--- src/rtl/cpu_wr_qual.sv ---
// CPU write qualifier: synchronises and glitch-filters the cartridge-bus write strobe into clk,
// emits one registered write pulse per bus write, counts writes and raises a mailbox doorbell.
// Optional: define WR_CNT_EN to implement the wr_cnt write counter (otherwise tied to 0).
module cpu_wr_qual #(
    parameter int SYNC_STAGES   = 2,
    parameter int FILT_CYCLES   = 2,
    parameter int ADDR_LIMIT    = 8192,
    parameter int DOORBELL_ADDR = 'h1FFE
) (
    input  logic        clk,
    input  logic        rst_n,
    input  logic [23:0] cpu_addr,
    input  logic [15:0] cpu_dato,
    input  logic        cpu_ce_lo,
    input  logic        cpu_we_hi,
    input  logic        cpu_we_lo,
    input  logic        irq_clr,
    output logic        wr_stb,
    output logic [12:0] wr_addr,
    output logic [15:0] wr_dat,
    output logic [1:0]  wr_be,
    output logic [15:0] wr_cnt,
    output logic        db_irq
);

    localparam logic [1:0] ST_IDLE = 2'd0;
    localparam logic [1:0] ST_QUAL = 2'd1;
    localparam logic [1:0] ST_FIRE = 2'd2;
    localparam logic [1:0] ST_HOLD = 2'd3;

    localparam int             FW        = (FILT_CYCLES > 1) ? $clog2(FILT_CYCLES) : 1;
    localparam logic [FW-1:0]  FILT_LAST = FW'(FILT_CYCLES - 1);
    localparam logic [FW-1:0]  FILT_ONE  = FW'(1);
    localparam logic [23:0]    ADDR_LIM  = 24'(ADDR_LIMIT);
    localparam logic [11:0]    DB_WORD   = 12'(DOORBELL_ADDR >> 1);

    logic                   act_raw;
    logic                   act_s;
    logic [SYNC_STAGES-1:0] sync_q, sync_d;
    logic [1:0]             state_q, state_d;
    logic [FW-1:0]          filt_cnt_q, filt_cnt_d;
    logic                   wr_stb_q, wr_stb_d;
    logic [12:0]            wr_addr_q, wr_addr_d;
    logic [15:0]            wr_dat_q, wr_dat_d;
    logic [1:0]             wr_be_q, wr_be_d;
    logic                   db_irq_q, db_irq_d;

    // Only this one bit crosses domains; the bus is stable while the strobe is held.
    assign act_raw = cpu_ce_lo & (cpu_we_hi | cpu_we_lo) & (cpu_addr < ADDR_LIM);

    generate
        for (genvar gi = 0; gi < SYNC_STAGES; gi++) begin : g_sync
            if (gi == 0) begin : g_first
                assign sync_d[gi] = act_raw;
            end else begin : g_next
                assign sync_d[gi] = sync_q[gi-1];
            end
        end
    endgenerate

    assign act_s = sync_q[SYNC_STAGES-1];

    always_comb begin
        state_d    = state_q;
        filt_cnt_d = filt_cnt_q;
        wr_stb_d   = 1'b0;
        wr_addr_d  = wr_addr_q;
        wr_dat_d   = wr_dat_q;
        wr_be_d    = wr_be_q;
        case (state_q)
            ST_IDLE: begin
                if (act_s) begin
                    // The IDLE cycle that sees act_s high is the first filtered cycle.
                    if (FILT_CYCLES == 1) begin
                        state_d = ST_FIRE;
                    end else begin
                        state_d    = ST_QUAL;
                        filt_cnt_d = FILT_ONE;
                    end
                end
            end
            ST_QUAL: begin
                if (!act_s) begin
                    state_d = ST_IDLE;
                end else if (filt_cnt_q >= FILT_LAST) begin
                    state_d = ST_FIRE;
                end else begin
                    filt_cnt_d = filt_cnt_q + FILT_ONE;
                end
            end
            ST_FIRE: state_d = ST_HOLD;
            ST_HOLD: begin
                if (!act_s) begin
                    state_d = ST_IDLE;
                end
            end
            default: state_d = ST_IDLE;
        endcase

        // Capture the bus on FIRE entry so data is valid alongside wr_stb.
        if (state_d == ST_FIRE && state_q != ST_FIRE) begin
            wr_stb_d  = 1'b1;
            wr_addr_d = cpu_addr[12:0];
            wr_dat_d  = cpu_dato;
            wr_be_d   = {cpu_we_hi, cpu_we_lo};
        end
    end

    always_comb begin
        db_irq_d = db_irq_q;
        if (wr_stb_q && (wr_addr_q[12:1] == DB_WORD)) begin
            db_irq_d = 1'b1;
        end else if (irq_clr) begin
            db_irq_d = 1'b0;
        end
    end

    always_ff @(posedge clk or negedge rst_n) begin
        if (!rst_n) begin
            sync_q     <= '0;
            state_q    <= ST_IDLE;
            filt_cnt_q <= '0;
            wr_stb_q   <= 1'b0;
            wr_addr_q  <= '0;
            wr_dat_q   <= '0;
            wr_be_q    <= '0;
            db_irq_q   <= 1'b0;
        end else begin
            sync_q     <= sync_d;
            state_q    <= state_d;
            filt_cnt_q <= filt_cnt_d;
            wr_stb_q   <= wr_stb_d;
            wr_addr_q  <= wr_addr_d;
            wr_dat_q   <= wr_dat_d;
            wr_be_q    <= wr_be_d;
            db_irq_q   <= db_irq_d;
        end
    end

`ifdef WR_CNT_EN
    logic [15:0] wr_cnt_q, wr_cnt_d;

    always_comb begin
        wr_cnt_d = wr_cnt_q;
        if (wr_stb_q) begin
            wr_cnt_d = wr_cnt_q + 16'd1;
        end
    end

    always_ff @(posedge clk or negedge rst_n) begin
        if (!rst_n) begin
            wr_cnt_q <= '0;
        end else begin
            wr_cnt_q <= wr_cnt_d;
        end
    end

    assign wr_cnt = wr_cnt_q;
`else
    assign wr_cnt = '0;
`endif

    assign wr_stb  = wr_stb_q;
    assign wr_addr = wr_addr_q;
    assign wr_dat  = wr_dat_q;
    assign wr_be   = wr_be_q;
    assign db_irq  = db_irq_q;

endmodule
--- config.mk ---
export PLATFORM = sky130hd
export DESIGN_NAME = cpu_wr_qual
export DESIGN_NICKNAME = d
export VERILOG_FILES = /design/src/rtl/cpu_wr_qual.sv
export SDC_FILE = /design/constraint.sdc
export NUM_CORES = 1
export LEC_CHECK = 0
export CELL_PAD_IN_SITES_DETAIL_PLACEMENT = 0
export CELL_PAD_IN_SITES_GLOBAL_PLACEMENT = 1
export CORE_MARGIN = 4
export CORE_UTILIZATION = 29
export DETAILED_ROUTE_END_ITERATION = 8
export GPL_ROUTABILITY_DRIVEN = 0
export HOLD_SLACK_MARGIN = 0.02
export MAX_ROUTING_LAYER = met4
export PLACE_DENSITY = 0.81
export SYNTH_ARGS = -nofsm -noshare
export SYNTH_HDL_FRONTEND = slang
export SYNTH_SLANG_ARGS = --single-unit
--- constraint.sdc ---
create_clock -name clk -period 1.4 [get_ports clk]
set_input_delay 0.28 -clock clk [delete_from_list [all_inputs] [get_ports clk]]
set_output_delay 0.28 -clock clk [all_outputs]
set_load 0.005 [all_outputs]
==> load_flow_metrics.sql, run 1 <==
INSERT INTO impl_metrics (metric_group, metric, value, unit) VALUES
('run_status', 'run_status', 'finished, final reports clean', ''),
('placement', 'port_buffers', '78', ''),
('detailed_routing', 'detail_route.wl_per_cell', '13.3', 'µm'),
('placement', 'dp.final_hpwl', '2910', 'µm'),
('worst_setup_path', 'timing.critical_path.slowest_cell_delay', '0.38', 'ns'),
('die', 'die_h', '84.5', 'µm'),
('detailed_routing', 'drt_wl_total', '3750', 'µm'),
('worst_setup_path', 'worstSetupEndpointType', 'flop', ''),
('final_layout', 'final_core_utilization', '48.9', '%'),
('clock_tree', 'cts.path.max_buffers', '2', ''),
('worst_setup_path', 'arrival', '1.45', 'ns'),
('hold_path', 'min-delay-path-class', 'reg -> reg', ''),
('final_layout', 'layout_commonest_cell', 'clkdlybuf4s50_1', ''),
('global_routing', 'grt_pass1_wl', '5970', 'µm'),
('global_routing', 'first_global_vias', '1251', ''),
('final_layout', 'most-common-layout-cells', 'clkdlybuf4s50_1 (44), dfrtp_1 (38), dlygate4sd2_1 (33)', ''),
('detailed_routing', 'avgViaCountPerCell', '4.05', ''),
('power_and_ir_drop', 'internal_pwr_total', '0.00191', 'W'),
('die', 'design.core.area', '5570', 'µm²'),
('global_routing', 'grt_start_max_net_pins', '23', ''),
('detailed_routing', 'drc_errors', '0', ''),
('clock_tree', 'worst_setup_hold_path_clk_slew', '0.07', 'ns'),
('synth', 'synth_top_area_share', '56.0', '%'),
('worst_setup_path', 'critical_path_class', 'reg -> reg', ''),
('detailed_routing', 'detail_route.iter0.violations', '45', ''),
('placement', 'placed_cell_area', '2530', 'µm²'),
('die', 'design.die.area', '7140', 'µm²'),
('synth', 'syn_inst', '109', ''),
('synth', 'synth_top_area_cells', 'dfrtp_1 (56%), mux2_4 (26%), buf_4 (7.1%)', ''),
('power_and_ir_drop', 'total_power', '0.00242', 'W'),
('power_and_ir_drop', 'p_comb_share', '13.9', '%'),
('synth', 'cell_variety_after_synth', '20', ''),
('synth', 'synth-seq-area-share', '56.0', '%'),
('synth', 'ys_ff_latch', '38', ''),
('timing', 'min_period', '1.28', 'ns'),
('die', 'top_level_ports', '95', ''),
('timing', 'skew', '0.00771', 'ns'),
('global_routing', 'sum_of_overflow_across_all_layers_after_global_routing', '0', ''),
('worst_setup_path', 'crit_path_start_kind', 'flop', ''),
('die', 'core.rowCount', '27', ''),
('synth', 'mean_instance_size_in_the_synthesized_netlist', '15.6', 'µm²'),
('power_and_ir_drop', 'power_per_cell_area', '886', 'nW/µm²'),
('power_and_ir_drop', 'pwr-share-clk', '37.8', '%'),
('detailed_routing', 'firstDrtPassIters', '4', ''),
('job', 'cap_violations', '0', ''),
('clock_tree', 'cts_tree', 'yes', ''),
('timing', 'final.period_utilization', '91.4', '%'),
('power_and_ir_drop', 'sequentialPowerShare', '48.3', '%'),
('timing', 'finalHoldViolCount', '0', ''),
('power_and_ir_drop', 'sw_share', '20.9', '%'),
('synth', 'synth_area_leader_cell', 'dfrtp_1', ''),
('worst_setup_path', 'cp_cell_sequence', 'inv_1 -> nand4_4 -> buf_12 -> mux2_4', ''),
('clock_tree', 'clock-sinks', '38', ''),
('synth', 'yosys_warning_total', '0', ''),
('die', 'floorplan.initialDensity', '30.4', '%'),
('global_routing', 'groute.usage.overall', '11.0', '%'),
('timing', 'achievable-frequency', '781', 'MHz'),
('power_and_ir_drop', 'p_switching', '0.000506', 'W'),
('detailed_routing', 'postRouteAntennaNets', '0', ''),
('final_layout', 'areaGrowthSynthToFinish', '60.8', '%'),
('final_layout', 'diode_count', '0', ''),
('power_and_ir_drop', 'cellLeakagePower', '1.36', 'nW'),
('final_layout', 'finish.net_count', '256', ''),
('placement', 'pre_cts_ws', '0.0652', 'ns'),
('detailed_routing', 'vias', '1146', ''),
('timing', 'rsz0062_at_grt', 'false', ''),
('power_and_ir_drop', 'vdd.ir_drop.worst', '0.456', 'mV'),
('clock_tree', 'cts-htree-levels', '2', ''),
('worst_setup_path', 'crit_path_max_fanout', '16', ''),
('timing', 'timing.setup.tns', '0', 'ns'),
('clock_tree', 'cts_made_buffers', '5', '');
-- worst paths after layout --
path,from,endpoint,slack (ns),cells past startpoint
worst max-delay path,state_q[1],wr_addr[10],0.12,4
worst min-delay path,sync_q[0],sync_q[1],0.36,0
worst max register to register,state_q[1],wr_addr[10],0.12,4
worst min register to register,sync_q[0],sync_q[1],0.36,0
max in group asynchronous,rst_n,db_irq,0.50,3
min in group asynchronous,rst_n,wr_dat[8],0.45,2
-- cell families after synthesis --
logic type | share of synthesized area, %
flip-flops | 56.0
buffers and inverters | 9.73
other | 0.221
AO/OA/AOI/OAI | 1.99
AND/OR/NAND/NOR | 5.01
multiplexers | 27.0
-- critical path, delay by kind of cell (launching register included) --
family / cells / cell delay (ns)
buffers and inverters: 2 / 0.33
AND/OR/NAND/NOR: 1 / 0.15
flip-flops: 1 / 0.38
multiplexers: 1 / 0.30
-- what timing repair did --
action                                  CTS  global route
gates cloned                              0             0
hold endpoints to repair                 16             0
gates resized for setup                  33             0
endpoints found under the setup margin   33             5
setup buffers                            13             2
hold buffers                              1             0
-- synth_stat cells --
cell and instances:
a21o_1 1, a21oi_1 2, buf_4 16, buf_6 3, conb_1 1, dfrtp_1 38
inv_1 3, mux2_2 2, mux2_4 29, nand2_1 2, nand3_1 1, nand4_1 2
nand4_4 1, nor2_1 1, nor2b_1 1, nor4_1 2, nor4b_1 1, o2111a_1 1
o21ai_0 1, or4_1 1
-- state kept, by name, summed over array words and instances (netlist names) --
name,count
wr_stb,1
state_q,2
wr_dat,16
wr_addr,13
filt_cnt_q,1
sync_q,2
db_irq,1
wr_be,2
-- layer usage --
metal / global-route usage [%] / part of all wire [%] / vias to the layer above
li1: - / - / 548
met1: 12.3 / 40 / 532
met2: 17.9 / 49 / 62
met3: 4.12 / 10 / 4
met4: 4.32 / 1.2 / 0
met5: - / 0 / -
-- area by class of cell --
class	count	area [µm²]	share of cell area [%]
multi-input combinational	64	637	23.3
inverter	3	11.3	0.413
clock inverter	3	45.0	1.65
timing repair buffer	98	925	33.9
clock buffer	5	68.8	2.52
tap	72	90.1	3.30
sequential	38	951	34.9
-- through the flow --
stage	hold slack (ns)	instances
5_1_grt	0.372	283
3_3_place_gp	0.229	259
2_1_floorplan	-0.0156	124
6_report	0.359	283
4_1_cts	0.365	281
3_5_place_dp	0.233	259
-- power by group through the flow --
stage               Sequential (W)  Clock, W  Combinational [W]
global placement           0.00120         0           0.000331
detailed placement         0.00120         0           0.000337
global route               0.00118   0.00102           0.000361
CTS                        0.00117  0.000953           0.000341
floorplan                  0.00120         0           0.000109
finish                     0.00117  0.000914           0.000336
No activity file was read; power rests on OpenSTA's default activity.
==> run 2, diff against run 1 <==
- SETUP_SLACK_MARGIN: unset -> 0.4
- SLEW_MARGIN: unset -> 10
==> run 2 against run 1 <==
Critical path depth did not move. Register-to-register slack improved by 0.02 ns. Non-clock buffer count increased by 15. Maximum frequency up 1.3%. Clock skew shrank 0.00071 ns.
==> load_flow_metrics.sql, run 2 (same netlist as run 1, synthesis figures left out) <==
INSERT INTO impl_metrics (metric_group, metric, value, unit) VALUES
('global_routing', 'grt_start_max_net_pins', '23', ''),
('clock_tree', 'clock-sinks', '38', ''),
('power_and_ir_drop', 'cellLeakagePower', '1.44', 'nW'),
('timing', 'report.final.slew_viol_count', '0', ''),
('clock_tree', 'cts_root_buffer', 'clkbuf_8', ''),
('die', 'die_width', '84.5', 'µm'),
('timing', 'finalHoldViolCount', '0', ''),
('die', 'die_h', '84.5', 'µm'),
('final_layout', 'fraction_of_layout_cells_with_a_size_suffix_above_1', '50.9', '%'),
('clock_tree', 'cts_tree', 'yes', ''),
('timing', 'skew', '0.00700', 'ns'),
('clock_tree', 'clk_latency', '0.28', 'ns'),
('clock_tree', 'worst_setup_hold_path_clk_slew', '0.08', 'ns'),
('global_routing', 'sum_of_overflow_across_all_layers_after_global_routing', '0', ''),
('global_routing', 'first_global_vias', '1286', ''),
('final_layout', 'final_cell_area', '2820', 'µm²'),
('placement', 'placed_cell_area', '2520', 'µm²'),
('final_layout', 'final_core_utilization', '50.5', '%'),
('worst_setup_path', 'crit_path_start_kind', 'flop', ''),
('detailed_routing', 'drt_wl_total', '3960', 'µm'),
('worst_setup_path', 'arrival', '1.43', 'ns'),
('detailed_routing', 'postRouteAntennaNets', '0', ''),
('timing', 'min_period', '1.26', 'ns'),
('power_and_ir_drop', 'power_per_cell_area', '947', 'nW/µm²'),
('run_status', 'run_status', 'finished, final reports clean', ''),
('die', 'design.die.area', '7140', 'µm²'),
('detailed_routing', 'vias', '1229', ''),
('final_layout', 'area_used_by_multi_input_combinational_logic', '664', 'µm²'),
('final_layout', 'nFillCells', '521', ''),
('final_layout', 'layout_commonest_cell', 'clkdlybuf4s50_1', ''),
('die', 'core.rowCount', '27', ''),
('final_layout', 'finish.net_count', '271', ''),
('timing', 'achievable-frequency', '791', 'MHz'),
('detailed_routing', 'avgViaCountPerCell', '4.12', ''),
('worst_setup_path', 'worst-endpoint-required', '1.57', 'ns'),
('final_layout', 'diode_count', '0', ''),
('die', 'design.core.area', '5570', 'µm²'),
('worst_setup_path', 'worstSetupEndpointType', 'flop', ''),
('detailed_routing', 'detail_route.wl_per_cell', '13.3', 'µm'),
('timing', 'tightest_hold_margin', '0.365', 'ns'),
('worst_setup_path', 'crit_path_max_fanout', '8', ''),
('detailed_routing', 'drc_errors', '0', ''),
('timing', 'report.final.setup_viol', '0', ''),
('timing', 'final.period_utilization', '90.3', '%'),
('detailed_routing', 'firstDrtPassIters', '4', ''),
('detailed_routing', 'detail_route.iter0.violations', '28', ''),
('clock_tree', 'cts-htree-levels', '2', ''),
('job', 'cap_violations', '0', ''),
('clock_tree', 'cts.path.max_buffers', '2', ''),
('worst_setup_path', 'critical_path_class', 'reg -> reg', ''),
('timing', 'rsz0062_at_grt', 'true', ''),
('die', 'top_level_ports', '95', ''),
('hold_path', 'min-delay-path-class', 'reg -> reg', ''),
('final_layout', 'most-common-layout-cells', 'clkdlybuf4s50_1 (44), dfrtp_1 (38), buf_2 (31)', ''),
('placement', 'port_buffers', '78', ''),
('global_routing', 'grt_pass1_wl', '6270', 'µm'),
('placement', 'dp.final_hpwl', '2800', 'µm'),
('power_and_ir_drop', 'vdd.ir_drop.worst', '0.441', 'mV'),
('final_layout', 'seq_cell_area', '951', 'µm²'),
('die', 'floorplan.initialDensity', '30.4', '%'),
('global_routing', 'groute.usage.overall', '11.6', '%'),
('global_routing', 'grt_antenna_before_repair', '0', ''),
('final_layout', 'areaGrowthSynthToFinish', '66.1', '%'),
('clock_tree', 'cts_made_buffers', '5', ''),
('timing', 'timing.setup.tns', '0', 'ns'),
('final_layout', 'largest_reg_flops', '16', '');
## run 2: changes by cell type in the layout (fill, tap and decap cells not counted), moves of 2 or more
cell / delta
clkinvlp_4: -2
buf_2: +30
buf_6: +6
buf_4: +9
dlygate4sd2_1: -33
## run 2: area by class of cell
type / count / area share (%)
clock inverters: 2 / 2.13
well taps: 72 / 3.20
multi-input cells: 64 / 23.6
clock buffers: 6 / 2.93
repair buffers: 113 / 34.0
flip-flops and latches: 38 / 33.7
inverters: 3 / 0.400
## run 2: path summary, 6_finish.rpt
check                            from    endpoint  slack [ns]  cells after the start
min in group asynchronous       rst_n  wr_addr[6]        0.42                      2
max in group asynchronous       rst_n   wr_dat[4]        0.58                      3
setup / recovery           state_q[1]   wr_dat[1]        0.14                      4
hold / removal              sync_q[0]   sync_q[1]        0.37                      0
hold reg to reg             sync_q[0]   sync_q[1]        0.37                      0
setup reg to reg           state_q[1]   wr_dat[1]        0.14                      4
## run 2: repair_timing
action | in CTS | in global routing
cloned | 1 | 0
endpoints found under the setup margin | 65 | 75
hold endpoints to repair | 16 | 0
setup buffers | 22 | 8
gates resized for setup | 131 | 16
hold buffers | 1 | 0
pin swaps | 0 | 3
## run 2: critical path, stage by stage, from the launching register on
cell	delay, ns
dfrtp_1	0.40
inv_2	0.08
nand4_4	0.15
clkbuf_16	0.22
mux2_4	0.29
## run 2: routing by layer
metal / GRT usage [%] / up-vias / wire length, µm
li1: - / 576 / -
met1: 13.8 / 582 / 1630
met2: 18.4 / 67 / 1890
met3: 4.22 / 4 / 398
met4: 3.17 / 0 / 35
met5: - / - / 0
## run 2: per-stage QoR
step / instances / power, W / setup WS, ns
after global placement: 258 / 0.00153 / 0.135
after global routing: 298 / 0.00280 / 0.0797
after floorplan: 124 / 0.00130 / 0.229
final: 298 / 0.00267 / 0.136
after CTS: 290 / 0.00268 / 0.108
after detailed placement: 258 / 0.00153 / 0.110
## run 2: power breakdown
group / switching (W) / internal [W] / total (W)
clock network: 0.000377 / 0.000760 / 0.00114
logic: 0.000108 / 0.000256 / 0.000364
registers: 0.0000240 / 0.00114 / 0.00117
==> edit 1, RTL diff (settings of run 2) <==
Add an input register stage for `cpu_addr`, `cpu_dato`, `cpu_ce_lo`, `cpu_we_hi`, `cpu_we_lo` and `irq_clr`, without a reset; this delays them by one clock.
--- a/src/rtl/cpu_wr_qual.sv
+++ b/src/rtl/cpu_wr_qual.sv
@@ -34,6 +34,22 @@
     localparam logic [23:0]    ADDR_LIM  = 24'(ADDR_LIMIT);
     localparam logic [11:0]    DB_WORD   = 12'(DOORBELL_ADDR >> 1);
 
+    logic [23:0] cpu_addr_q;
+    logic [15:0] cpu_dato_q;
+    logic cpu_ce_lo_q;
+    logic cpu_we_hi_q;
+    logic cpu_we_lo_q;
+    logic irq_clr_q;
+
+    always_ff @(posedge clk) begin
+        cpu_addr_q  <= cpu_addr;
+        cpu_dato_q  <= cpu_dato;
+        cpu_ce_lo_q <= cpu_ce_lo;
+        cpu_we_hi_q <= cpu_we_hi;
+        cpu_we_lo_q <= cpu_we_lo;
+        irq_clr_q   <= irq_clr;
+    end
+
     logic                   act_raw;
     logic                   act_s;
     logic [SYNC_STAGES-1:0] sync_q, sync_d;
@@ -46,7 +62,7 @@
     logic                   db_irq_q, db_irq_d;
 
     // Only this one bit crosses domains; the bus is stable while the strobe is held.
-    assign act_raw = cpu_ce_lo & (cpu_we_hi | cpu_we_lo) & (cpu_addr < ADDR_LIM);
+    assign act_raw = cpu_ce_lo_q & (cpu_we_hi_q | cpu_we_lo_q) & (cpu_addr_q < ADDR_LIM);
 
     generate
         for (genvar gi = 0; gi < SYNC_STAGES; gi++) begin : g_sync
@@ -100,9 +116,9 @@
         // Capture the bus on FIRE entry so data is valid alongside wr_stb.
         if (state_d == ST_FIRE && state_q != ST_FIRE) begin
             wr_stb_d  = 1'b1;
-            wr_addr_d = cpu_addr[12:0];
-            wr_dat_d  = cpu_dato;
-            wr_be_d   = {cpu_we_hi, cpu_we_lo};
+            wr_addr_d = cpu_addr_q[12:0];
+            wr_dat_d  = cpu_dato_q;
+            wr_be_d   = {cpu_we_hi_q, cpu_we_lo_q};
         end
     end
 
@@ -110,7 +126,7 @@
         db_irq_d = db_irq_q;
         if (wr_stb_q && (wr_addr_q[12:1] == DB_WORD)) begin
             db_irq_d = 1'b1;
-        end else if (irq_clr) begin
+        end else if (irq_clr_q) begin
             db_irq_d = 1'b0;
         end
     end
Function: changed (Yosys sat finds a counterexample within 10 cycles, from zero or initial values and one cycle with rst_n low).
==> edit 1 against run 2 <==
Clock skew rose by 2.8 ps; cell area up 34%; non-clock buffer count is 3 lower; count of clock-buffer cells in the layout increased by 6; setup slack got worse by 4.0 ps; sequential cell count is 44 higher; power grew 62%; sequential share of layout area up 15 points; area after synthesis is 52% higher; routed wire length rose by 28%; first-iteration DRC count down 21%.
==> edit 1: results (changes against run 2) <==
Maximum number of pins on one net before global-route repair: 24 (+4.3%)
Via density: 3.98 (-3.5%)
I/O Buffers: 78 (unchanged)
Launch instance of the worst min-delay path: sync_q[0]
Min-Delay Path Class: reg2reg
Via count of the first global-routing pass: 1538 (+20%)
Pre-CTS setup slack: 135 ps (+24.8 ps)
FFs w/ async S/R, synth: 46.3% (-54 points)
Worst clock skew: 9.76 ps (+2.76 ps)
Clk_lat worst skew: 340 ps (+60 ps)
Peak VDD IR: 0.000539 V (+22%)
Maximum fanout along the worst path: 2 (-6)
Number of antenna diodes: 0 (unchanged)
Wire length of the first global-routing pass: 7400 um (+18%)
Post-Synthesis Cells: 154 (+41%)
Total clock buffers created by CTS: 9 (+4)
Proportion of layout cells with a drive suffix above 1: 41.7% (-9.2 points)
Sequential share of the synthesized area: 71.0% (+15 points)
Root buf cell: sky130_fd_sc_hd__clkbuf_8
Largest register FFs: 24 (+8)
Detailed Route WL: 5070 um (+28%)
Top post-synthesis cells by area: sky130_fd_sc_hd__dfrtp_1 37%, sky130_fd_sc_hd__dfxtp_1 34%, sky130_fd_sc_hd__mux2_4 17%, sky130_fd_sc_hd__buf_4 4.7%, sky130_fd_sc_hd__buf_6 1.3%
Slowest stage cell on the critical path: sky130_fd_sc_hd__or4_1
Internal Dissipation: 0.00345 W (+60%)
Layout Nets: 317 (+17%)
Detailed placement HPWL: 3360 um (+20%)
Placed instance count: 339 (+31%)
Number of warning messages in the yosys log: 0 (unchanged)
Critical path launch point: wr_addr[4]
Clk buf depth: 2 (unchanged)
Worst path max stage delay: 520 ps (+120 ps)
Data arrival at the endpoint of the critical path: 1530 ps (+100 ps)
Antenna violations before repair: 0 (unchanged)
GRT Overall Usage: 9.89% (-1.7 points)
Status: completed
Commonest cells in the netlist: 44 x sky130_fd_sc_hd__dfxtp_1, 38 x sky130_fd_sc_hd__dfrtp_1, 29 x sky130_fd_sc_hd__mux2_4
Number of violations reported at the end of detailed-routing iteration 0: 22 (-21%)
Leakage power: 1.97 nW (+37%)
CTS clock-pin slew for the worst setup and hold paths: 80 ps (about the same)
Instance area at placement: 3440 um^2 (+36%)
Largest reg by FF count: cpu_addr_q
Final routed wire length divided by cell count: 13.2 um (-0.44%)
Count of H-tree levels built during CTS: 3 (+1)
Post-synth cell types: 19 (-5.0%)
Initial DRT Pass Iterations: 3 (-1)
Filler cell count in the final layout: 826 (+59%)
==> edit 1: power by group through the flow <==
stage / sequential, W / combinational (W) / clock [W]
finish: 0.00243 / 0.000168 / 0.00171
global route: 0.00244 / 0.000184 / 0.00188
CTS: 0.00243 / 0.000169 / 0.00180
detailed placement: 0.00249 / 0.000167 / 0
global placement: 0.00248 / 0.000164 / 0
floorplan: 0.00248 / 0.0000459 / 0
==> edit 1: per-layer routing <==
layer	GRT usage, %	up-vias	part of all wire, %
met2	14.7	70	48
li1	-	717	-
met5	-	-	0
met1	11.7	735	42
met4	3.94	0	1.2
met3	4.44	7	9.7
==> edit 1: final timing paths <==
| kind | to | slack [ps] | cells after the start |
|---|---|---|---|
| min in group asynchronous | wr_dat[11] | 400 | 2 |
| max in group asynchronous | state_q[0] | 590 | 3 |
| worst min register to register | sync_q[1] | 370 | 0 |
| worst max-delay path | db_irq | 130 | 4 |
| worst max register to register | db_irq | 130 | 4 |
| worst min-delay path | sync_q[1] | 370 | 0 |
==> edit 1: kinds of logic after synthesis <==
| logic type | after synthesis | synth area share, % |
|---|---|---|
| multiplexers | 31 | 17.7 |
| other | 1 | 0.145 |
| AND/OR/NAND/NOR | 10 | 3.00 |
| AO/OA/AOI/OAI | 7 | 1.60 |
| flip-flops | 82 | 71.0 |
| buffers and inverters | 23 | 6.54 |
==> edit 1: repair_timing <==
action | CTS | global route
gates resized for setup | 133 | 10
hold buffers | 1 | 0
setup endpoints to repair | 65 | 73
buffers inserted | 16 | 10
hold endpoints to repair | 15 | 0
cloned | 0 | 2
pin swaps | 0 | 1
==> edit 1: final cells by class <==
class                   count  share of cell area, %
multi-input cells          64                   17.2
repair buffers            110                   24.8
clock inverters             4                   1.33
clock buffers              12                   4.12
flip-flops and latches     82                   48.6
inverters                   4                  0.398
well taps                 108                   3.58
==> edit 1: metrics by stage <==
stage / utilization, % / total power (W)
after detailed placement: 39.7 / 0.00265
final: 43.4 / 0.00432
after global placement: 39.7 / 0.00265
after CTS: 41.8 / 0.00440
after global routing: 43.4 / 0.00450
after floorplan: - / 0.00253
==> edit 1: critical path: cells and delay by family (launching register included) <==
kind | cells | cell delay (ps)
compound gates | 1 | 90
simple gates | 2 | 640
flops | 1 | 360
buf+inv | 1 | 110
==> edit 2, RTL diff (settings of run 2) <==
Made on the original files. The parameter `FILT_CYCLES` goes from 2 to 4.
--- a/src/rtl/cpu_wr_qual.sv
+++ b/src/rtl/cpu_wr_qual.sv
@@ -3,7 +3,7 @@
 // Optional: define WR_CNT_EN to implement the wr_cnt write counter (otherwise tied to 0).
 module cpu_wr_qual #(
     parameter int SYNC_STAGES   = 2,
-    parameter int FILT_CYCLES   = 2,
+    parameter int FILT_CYCLES   = 4,
     parameter int ADDR_LIMIT    = 8192,
     parameter int DOORBELL_ADDR = 'h1FFE
 ) (
Check against the original RTL: not equivalent (Yosys sat finds a counterexample within 10 cycles, from zero or initial values and one cycle with rst_n low).
==> edit 2 against run 2 <==
First-iteration DRC count is the same; power shrank 6.8%; sequential cell count grew 1; highest routed layer unchanged; area after synthesis grew 4.7%; routed wire length grew 8.4%; setup slack lost 110 ps; maximum frequency shrank 7.7%; cell area grew 6.2%.
==> edit 2: results (changes against run 2) <==
GRT Overall Usage: 11.7% (+0.17 points)
FFs w/ async S/R, synth: 100% (unchanged)
Layout Nets: 289 (+6.6%)
Post-Synthesis Cells: 118 (+8.3%)
Leakage power: 1.52 nW (+5.8%)
Status: completed
Proportion of layout cells with a drive suffix above 1: 52.7% (+1.8 points)
Min-Delay Path Class: reg2reg
Met2 demand-to-capacity share in global routing: 18.4% (about the same)
Post-synth cell types: 24 (+20%)
Commonest cells in the netlist: 39 x sky130_fd_sc_hd__dfrtp_1, 29 x sky130_fd_sc_hd__mux2_4, 16 x sky130_fd_sc_hd__buf_4
Filler cell count in the final layout: 537 (+3.1%)
Via count of the routed design: 1347 (+9.6%)
Detailed placement HPWL: 2820 um (+0.88%)
Worst hold slack across all endpoints: 352 ps (-12.9 ps)
Global-route track usage on met3: 4.09% (-0.13 points)
Start-to-end type of the worst setup path: reg2reg
Internal Dissipation: 0.00195 W (-9.7%)
Maximum fanout along the worst path: 5 (-3)
Worst reg-to-reg setup slack: 30 ps (-110 ps)
Data arrival at the endpoint of the critical path: 1540 ps (+110 ps)
Worst clock skew: 8.58 ps (+1.58 ps)
Maximum number of pins on one net before global-route repair: 40 (+74%)
Via count of the first global-routing pass: 1380 (+7.3%)
Clk_lat worst skew: 290 ps
Top post-synthesis cells by area: sky130_fd_sc_hd__dfrtp_1 55%, sky130_fd_sc_hd__mux2_4 25%, sky130_fd_sc_hd__buf_4 6.8%, sky130_fd_sc_hd__buf_6 1.9%, sky130_fd_sc_hd__mux2_2 1.3%
Met1 capacity usage during global routing: 14.3% (+0.51 points)
Worst path max stage delay: 420 ps (+20 ps)
Peak VDD IR: 0.000392 V (-11%)
Placed instance count: 274 (+6.2%)
Wire length of the first global-routing pass: 6560 um (+4.6%)
Via density: 4.24 (+2.7%)
Final routed wire length divided by cell count: 13.5 um (+1.6%)
CTS clock-pin slew for the worst setup and hold paths: 80 ps (about the same)
Sequential share of the synthesized area: 54.9% (-1.1 points)
edit 2: cell count changes in the layout (fill, tap and decap cells not counted), moves of 2 or more:
cell and delta:
sky130_fd_sc_hd__buf_4 +4, sky130_fd_sc_hd__o21ai_1 +2, sky130_fd_sc_hd__buf_12 +2, sky130_fd_sc_hd__buf_6 +2, sky130_fd_sc_hd__a21oi_2 +3
edit 2: final timing paths:
| path | to | depth (start not counted) |
|---|---|---|
| max | wr_addr[8] | 5 |
| min | sync_q[1] | 0 |
| max reg2reg | wr_addr[8] | 5 |
| min reg2reg | sync_q[1] | 0 |
| max in group asynchronous | wr_dat[15] | 3 |
| min in group asynchronous | wr_addr[1] | 3 |
edit 2: timing repair:
item	4_1_cts	5_1_grt
setup endpoints to repair	68	71
resized for setup	136	18
gates cloned	1	0
endpoints found under the hold margin	39	0
pin swaps	4	6
hold buffers	1	0
setup buffers	26	8
edit 2: kinds of logic (layout without fill, tap and decap cells):
group / count (synthesis) / in the layout / share of synthesized area (%)
compound gates: 10 / 10 / 3.59
fa+ha+maj: 1 / 1 / 0.704
buf+inv: 23 / 133 / 9.51
flops: 39 / 39 / 54.9
mux: 31 / 31 / 25.8
other cells: 1 / 16 / 0.211
simple gates: 13 / 13 / 5.28
edit 2: through the flow:
step	area, um^2	worst slack [ps]
global placement	2680	62.2
floorplan	1860	120
detailed placement	2680	30.2
global route	2990	-6.80
CTS	2890	40.8
finish	2990	30.8
edit 2: final cells by class:
class                      instances  area, um^2  share of cell area, %
timing repair buffer             121        1050                   35.1
sequential                        39         976                   32.6
multi-input combinational         71         744                   24.9
clock buffer                       5        68.8                   2.30
clock inverter                     3        43.8                   1.46
tap                               75        93.8                   3.14
inverter                           4        15.0                  0.502
edit 2: power by group through the flow:
stage          clock [W]  sequential [W]  combinational (W)
4_1_cts         0.000962         0.00119           0.000340
3_5_place_dp           0         0.00122           0.000338
2_1_floorplan          0         0.00122           0.000110
5_1_grt          0.00101         0.00120           0.000385
3_3_place_gp           0         0.00122           0.000334
6_report        0.000935         0.00120           0.000355
edit 2: metal layers:
| layer | vias to the layer above | routed length (um) |
|---|---|---|
| met2 | 66 | 2050 |
| met4 | 0 | 48 |
| met5 | - | 0 |
| li1 | 625 | - |
| met3 | 6 | 419 |
| met1 | 650 | 1770 |
